### config.mk
export PLATFORM = sky130hd
export DESIGN_NAME = clint_reg_arbiter
export DESIGN_NICKNAME = d
export VERILOG_FILES = /design/src/rtl/clint_reg_arbiter.sv
export SDC_FILE = /design/constraint.sdc
export NUM_CORES = 1
export LEC_CHECK = 0
export CORE_AREA = 3 3 217 219
export CTS_BUF_LIST = sky130_fd_sc_hd__clkbuf_8
export CTS_CLUSTER_SIZE = 10
export DETAILED_ROUTE_END_ITERATION = 16
export DIE_AREA = 0 0 220 222
export GPL_ROUTABILITY_DRIVEN = 0
export PLACE_DENSITY = 0.45
export SETUP_SLACK_MARGIN = 0.3
export SLEW_MARGIN = 10
export SYNTH_ARGS = -nofsm -noshare
export SYNTH_HDL_FRONTEND = slang
export SYNTH_SLANG_ARGS = --single-unit
export TNS_END_PERCENT = 30
### constraint.sdc
create_clock -name clk_i -period 3.5 [get_ports clk_i]
set_input_delay 0.35 -clock clk_i [delete_from_list [all_inputs] [get_ports clk_i]]
set_output_delay 0.35 -clock clk_i [all_outputs]
set_load 0.01 [all_outputs]
### src/rtl/clint_reg_arbiter.sv
// clint_reg_arbiter: round-robin arbiter sharing the CLINT register port, with a response timeout
module clint_reg_arbiter #(
    parameter int NR_PORTS   = 4,
    parameter int ADDR_WIDTH = 16,
    parameter int DATA_WIDTH = 64,
    parameter int TIMEOUT    = 255
) (
    input  logic                           clk_i,
    input  logic                           rst_ni,
    input  logic [NR_PORTS-1:0]            req_i,
    input  logic [NR_PORTS-1:0]            we_i,
    input  logic [NR_PORTS*ADDR_WIDTH-1:0] addr_i,
    input  logic [NR_PORTS*DATA_WIDTH-1:0] wdata_i,
    output logic [NR_PORTS-1:0]            gnt_o,
    output logic [NR_PORTS-1:0]            rvalid_o,
    output logic [NR_PORTS-1:0]            err_o,
    output logic [DATA_WIDTH-1:0]          rdata_o,
    output logic                           req_o,
    output logic                           we_o,
    output logic [ADDR_WIDTH-1:0]          addr_o,
    output logic [DATA_WIDTH-1:0]          wdata_o,
    input  logic                           gnt_i,
    input  logic                           rvalid_i,
    input  logic [DATA_WIDTH-1:0]          rdata_i
);
    localparam int IW = (NR_PORTS > 1) ? $clog2(NR_PORTS) : 1;
    localparam int CW = (TIMEOUT > 1) ? $clog2(TIMEOUT + 1) : 1;
    localparam logic [CW-1:0] CNT_LAST = CW'(TIMEOUT - 1);

    typedef enum logic [1:0] {IDLE, REQ, WAIT} state_e;

    state_e                state_q, state_d;
    logic [IW-1:0]         idx_q, idx_d, rr_q, rr_d, sel;
    logic                  found;
    logic [CW-1:0]         cnt_q, cnt_d;
    logic                  we_q, we_d;
    logic [ADDR_WIDTH-1:0] addr_q, addr_d;
    logic [DATA_WIDTH-1:0] wdata_q, wdata_d;

    // first requester strictly after the previous winner, wrapping around
    always_comb begin
        found = 1'b0;
        sel   = '0;
        for (int i = 1; i <= NR_PORTS; i++) begin
            if (!found && req_i[(int'(rr_q) + i) % NR_PORTS]) begin
                found = 1'b1;
                sel   = IW'((int'(rr_q) + i) % NR_PORTS);
            end
        end
    end

    always_comb begin
        state_d  = state_q;
        idx_d    = idx_q;
        rr_d     = rr_q;
        cnt_d    = cnt_q;
        we_d     = we_q;
        addr_d   = addr_q;
        wdata_d  = wdata_q;
        gnt_o    = '0;
        rvalid_o = '0;
        err_o    = '0;
        rdata_o  = '0;
        unique case (state_q)
            IDLE: if (found) begin
                state_d = REQ;
                idx_d   = sel;
                rr_d    = sel;
                we_d    = we_i[sel];
                addr_d  = addr_i[int'(sel)*ADDR_WIDTH +: ADDR_WIDTH];
                wdata_d = wdata_i[int'(sel)*DATA_WIDTH +: DATA_WIDTH];
            end
            REQ: if (gnt_i) begin
                gnt_o[idx_q] = 1'b1;
                cnt_d        = '0;
                state_d      = WAIT;
            end
            WAIT: begin
                cnt_d = cnt_q + 1'b1;
                if (rvalid_i) begin
                    rvalid_o[idx_q] = 1'b1;
                    rdata_o         = rdata_i;
                    state_d         = IDLE;
                end else if (cnt_q == CNT_LAST) begin
                    rvalid_o[idx_q] = 1'b1;
                    err_o[idx_q]    = 1'b1;
                    state_d         = IDLE;
                end
            end
            default: state_d = IDLE;
        endcase
    end

    always_ff @(posedge clk_i or negedge rst_ni) begin
        if (!rst_ni) begin
            state_q <= IDLE;
            idx_q   <= '0;
            rr_q    <= IW'(NR_PORTS - 1);
            cnt_q   <= '0;
            we_q    <= 1'b0;
            addr_q  <= '0;
            wdata_q <= '0;
        end else begin
            state_q <= state_d;
            idx_q   <= idx_d;
            rr_q    <= rr_d;
            cnt_q   <= cnt_d;
            we_q    <= we_d;
            addr_q  <= addr_d;
            wdata_q <= wdata_d;
        end
    end

    assign req_o   = (state_q == REQ);
    assign we_o    = we_q;
    assign addr_o  = addr_q;
    assign wdata_o = wdata_q;

endmodule

==> impl_metrics.toml, run 1 <==
[grt]
antenna_found_initial = 1
grtUsageTotal_pct = 13.2
grt_pass1_wl_um = 48100
grt.overflow.total = 0
grt_max_degree = 69
grt_pass1_vias = 7335

[floorplanning]
start_util_pct = 13.9
coreArea_um2 = 45300
num_rows = 78
die_h_um = 222
ios = 554
die_w_um = 220
design.die.area_um2 = 48800

[logic_synthesis]
synthCells = 625
synth_common_cells = "mux2i_1 (163), dfrtp_1 (93), nand2_1 (93)"
yosysWarnings = 0
synth.lib_cells_used.distinct = 35
synthFlopType = "dfrtp_1"
yosysTopAreaCell = "dfrtp_1"
yosysMostFrequentCell = "mux2i_1"
synth_async_sr_flop_share_pct = 100
netlist.area_leader.share_pct = 37.0
syn-num-nets = 1023
synth-seq-cells = 95
syn_area_per_cell_um2 = 10.1
yosysSeqAreaShare_pct = 37.9
synthTopCellsByArea = "dfrtp_1 (37%), mux2i_1 (26%), o221ai_1 (11%)"
syn-cell-area_um2 = 6280
synth_edf_count = 0

[cells_and_area]
n_fill_cell = 4852
regArea_um2 = 2380
nNetsFinal = 1549
multi_input_comb_area_um2 = 3540
drive_gt1_share_pct = 4.16
syn2layout_area_growth_pct = 101

[timing]
fmax_ghz = 0.337
clock_skew_ps = 14.6
hold_ws_ps = 476
finalSetupViolations = 0
slew_violations = 0
fin_setup_tns_ps = 0
finalCritPeriodShare_pct = 84.7
fin_crit_ps = 2960
hold_viol = 0
tightest_slew_ps = 695
rsz0062_at_grt = "false"
slew_headroom_pct = 53.7

[worst_hold_path]
hold_class = "in -> async"

[placement]
io_buffers = 553
dp_hpwl_um = 26000

[drt]
vias = 7097
routedWlPerCell_um = 19.1
dr.pass1.iters = 4
routed_wl_um = 33600
vias_per_cell = 4.04
final_antenna_net_count = 0
route.detailed.drc = 0
drtIter0Drc = 272

[pwr]
cellPowerDensity_nw_per_um2 = 595
p_leak_nw = 5.37
power.total_mw = 7.52
peakVddDrop_uv = 311

[worst_setup_path]
worstPathMaxFanout = 68
required_ps = 3150
cp-end-kind = "output port"
reg2reg_slack_ps = 1200
r2r-start = "rr_q[1]"
reg2reg_depth = 7
r2r_end = "wdata_o[19]"
worst-setup-path-type = "reg -> out"
arrival_ps = 2610
startpoint = "state_q[1]"
critPathCapture = "rvalid_o[0]"
critPathLaunchType = "register"

[cts]
post-cts-setup-buffers = 0
cts_max_path_buffers = 2
cts_buffers = 9
clk_pin_slew_worst_paths_ps = 110
cts_sinks = 95
cts_tree = "built"
clkLatencyLatePin_ps = 430
cts_root_buf = "clkbuf_8"
h-tree-depth = 3

[run_status]
outcome = "finished, final reports clean"

[run]
maxCapViolCount = 0
## placed cells by master, fill, tap and decap left out, types with 2 or more instances in the layout
master,netlist,routed
o31ai_1,2,2
nor3_1,3,3
xor2_1,2,2
mux2i_1,163,163
o221ai_2,5,4
a21oi_1,4,4
o21ai_0,8,8
dfrtp_1,93,93
clkbuf_8,0,10
nand4_1,3,3
buf_12,1,5
nand2_1,93,92
o211ai_1,2,2
inv_1,3,4
and3_1,65,65
clkdlybuf4s50_1,0,552
nand3_1,5,5
nand2b_1,7,7
clkinvlp_4,0,2
dfstp_2,2,2
nor2_1,15,15
ha_1,2,2
o221ai_1,77,77
buf_4,4,17
a21o_1,2,2
## worst min path at each step
stage | from | end | slack, ps | cells after the start
after global routing | rst_ni | wdata_o[13] | 510 | 2
final | rst_ni | wdata_o[13] | 480 | 2
after CTS | rst_ni | wdata_o[13] | 460 | 2
after detailed placement | rst_ni | wdata_o[13] | 430 | 1
after global placement | rst_ni | addr_o[4] | 430 | 1
after floorplan | rst_ni | addr_o[0] | 50 | 0
## per-stage QoR
step                setup slack [ps]  std cells  instance area [um2]  utilization, %
floorplan                       1730        625                 6280               -
global placement                 727       1739                12400            27.5
detailed placement               749       1739                12400            27.5
CTS                              335       1755                12600            27.9
global route                     322       1755                12600            27.9
finish                           536       1756                12700            27.9
## per-layer routing
metal	vias up	share of wire (%)	global-route usage (%)
met5	-	0.036	0
li1	3413	-	-
met1	3355	40	15.7
met4	2	1.8	3.64
met3	24	8.4	4.80
met2	303	49	22.3
## repair_timing
| item | in CTS | in global routing |
|---|---|---|
| endpoints found under the hold margin | 41 | 0 |
| endpoints found under the setup margin | 0 | 1 |
| gates resized for setup | 0 | 1 |
| hold buffers | 1 | 0 |
## worst max-delay path, cell delays in order (launching register included)
cell	delay (ps)
dfrtp_1	500
nor2b_4	210
buf_6	360
nand2_1	190
nor3_1	300
clkdlybuf4s50_1	620
## layout make-up
| type | count | share of cell area [%] |
|---|---|---|
| Clock inverter | 5 | 0.455 |
| Multi-Input combinational cell | 466 | 28.0 |
| Inverter | 3 | 0.0890 |
| Sequential cell | 95 | 18.8 |
| Clock buffer | 10 | 1.09 |
| Tap cell | 600 | 5.93 |
| Timing Repair Buffer | 576 | 45.6 |
| Antenna cell | 1 | 0.0198 |
## state kept, by name, indices dropped and copies added (netlist names)
name / count
rr_q: 2
idx_q: 2
wdata_o: 64
state_q: 2
cnt_q: 8
addr_o: 16
we_o: 1
## where the power goes
group	internal, mW	switching [mW]
Combinational	2.43	2.30
Sequential	1.63	0.336
Clock	0.346	0.480
## cell families (layout without fill, tap and decap cells)
logic type | after synthesis | in the layout | share of synthesized area [%]
other | 0 | 1 | 0
xor gates and xnor gates | 2 | 2 | 0.279
AOI/OAI and AO/OA | 103 | 103 | 14.0
DFF | 95 | 95 | 37.9
buffers and inverters | 64 | 594 | 6.41
adders and majority gates | 2 | 2 | 0.398
muxes | 163 | 163 | 26.0
and+or+nand+nor | 196 | 196 | 15.1
Power figures use the tool's default switching activity.
==> inputs of run 2 (changes only) <==
==> constraint.sdc (replaced) <==
create_clock -name clk_i -period 2.82 [get_ports clk_i]
set_input_delay 0.282 -clock clk_i [delete_from_list [all_inputs] [get_ports clk_i]]
set_output_delay 0.282 -clock clk_i [all_outputs]
set_load 0.01 [all_outputs]
==> run 2 against run 1 <==
Register-to-register slack lost 570 ps. Global-route usage shrank 0.28 points. Sequential cell count unchanged. Clock skew increased by 0.54 ps. Power increased by 26%. Sequential power grew 24%.
==> impl_metrics.toml, run 2 (same netlist as run 1, synthesis figures left out) <==
[worst_setup_path]
critPathLaunchType = "register"
cp-end-kind = "output port"
arrival_ps = 2150
startpoint = "state_q[0]"
worstPathMaxFanout = 34
required_ps = 2540
worst-setup-path-type = "reg -> out"
r2r-start = "rr_q[1]"

[timing]
finalSetupViolations = 0
slew_headroom_pct = 59.3
fin_setup_tns_ps = 0
fin_crit_ps = 2430
hold_viol = 0
fmax_ghz = 0.411
slew_violations = 0
rsz0062_at_grt = "true"
finalCritPeriodShare_pct = 86.3
tightest_slew_ps = 611
clock_skew_ps = 15.2

[worst_hold_path]
hold_class = "in -> async"

[pwr]
p_seq_share_pct = 25.9
internal-power_mw = 5.59
switching_share_pct = 40.9
clkPwrFrac_pct = 10.5
peakVddDrop_uv = 449
p_leak_nw = 5.54
combPwrFrac_pct = 63.6
p_sw_mw = 3.86
cellPowerDensity_nw_per_um2 = 738

[drt]
vias_per_cell = 4.05
routedWlPerCell_um = 18.8
dr.pass1.iters = 7
final_antenna_net_count = 0
route.detailed.drc = 0
vias = 7155
routed_wl_um = 33200
drtIter0Drc = 258

[placement]
placed_area_um2 = 12600
io_buffers = 553
dp_hpwl_um = 25700

[cells_and_area]
largest_register_ffs = 64
layout_commonest_cell = "clkdlybuf4s50_1"
nNetsFinal = 1560
design_area_um2 = 12800
drive_gt1_share_pct = 5.40
layout_common_cells = "clkdlybuf4s50_1 (544), mux2i_1 (163), nand2_1 (92)"
syn2layout_area_growth_pct = 104
utilization_pct = 28.3

[cts]
clkLatencyLatePin_ps = 430
cts_max_path_buffers = 2
clk_pin_slew_worst_paths_ps = 110
cts_buffers = 9
cts_sinks = 95
cts_root_buf = "clkbuf_8"
h-tree-depth = 3
cts_tree = "built"

[grt]
grt_pass1_vias = 7411
grt.overflow.total = 0
grt_pass1_wl_um = 47400
antenna_found_initial = 2
grt_max_degree = 69
grtUsageTotal_pct = 12.9

[floorplanning]
die_w_um = 220
die_h_um = 222
design.die.area_um2 = 48800
num_rows = 78
start_util_pct = 13.9
ios = 554
coreArea_um2 = 45300

[run]
maxCapViolCount = 0

[run_status]
outcome = "finished, final reports clean"
## run 2: changes by cell type in the layout (fill, tap and decap cells not counted), moves of 3 or more
cell             delta
buf_4               +7
buf_12              +4
dlymetal6s2s_1      +4
clkdlybuf4s50_1     -8
dlygate4sd2_1       +3
## run 2: worst paths after layout
path	endpoint	slack, ps	cells past startpoint
hold reg to reg	wdata_o[9]	500	2
max in group asynchronous	wdata_o[57]	1730	3
setup reg to reg	wdata_o[9]	630	7
min in group clk_i	wdata_o[9]	500	2
setup / recovery	rdata_o[42]	390	4
hold / removal	wdata_o[18]	380	2
## run 2: power by group through the flow
stage / Combinational (mW) / Sequential [mW] / Clock, mW
final: 6.01 / 2.44 / 0.993
after global routing: 6.50 / 2.54 / 1.13
after CTS: 6.10 / 2.45 / 1.08
after detailed placement: 6.09 / 2.46 / 0
after global placement: 6.10 / 2.45 / 0
after floorplan: 2.88 / 2.66 / 0
## run 2: layer usage
layer  global-route usage, %  wire, um
met4                    3.76       664
met1                    14.9     13200
met2                    22.6     16500
met3                    4.45      2790
met5                       0        13
## run 2: final cells by class
cell class | count | area (um2)
Timing Repair Buffer | 587 | 5920
Multi-Input combinational cell | 466 | 3550
Sequential cell | 95 | 2380
Inverter | 3 | 11.3
Fill cell | 4811 | 32500
Tap cell | 600 | 751
Antenna cell | 1 | 2.50
Clock buffer | 10 | 138
Clock inverter | 5 | 51.3
## run 2: stage by stage
stage | hold WS, ps | power [mW] | setup slack (ps) | cells
finish | 384 | 9.45 | 387 | 1767
global route | 387 | 10.2 | 273 | 1767
CTS | 352 | 9.63 | 273 | 1764
detailed placement | 346 | 8.55 | 335 | 1747
global placement | 351 | 8.55 | 349 | 1747
floorplan | -13.6 | 5.54 | 1050 | 625
## run 2: worst max-delay path, stage by stage, from the launching register on
cell             delay, ps
dfrtp_2                460
nor2b_4                220
buf_12                 210
and3_1                 260
clkdlybuf4s50_1        570
## run 2: what timing repair did
item,CTS,global route
hold buffers,1,0
pin swaps,1,1
setup buffers,1,1
resized for setup,5,9
setup endpoints to repair,14,52
endpoints found under the hold margin,38,0
gates cloned,0,1
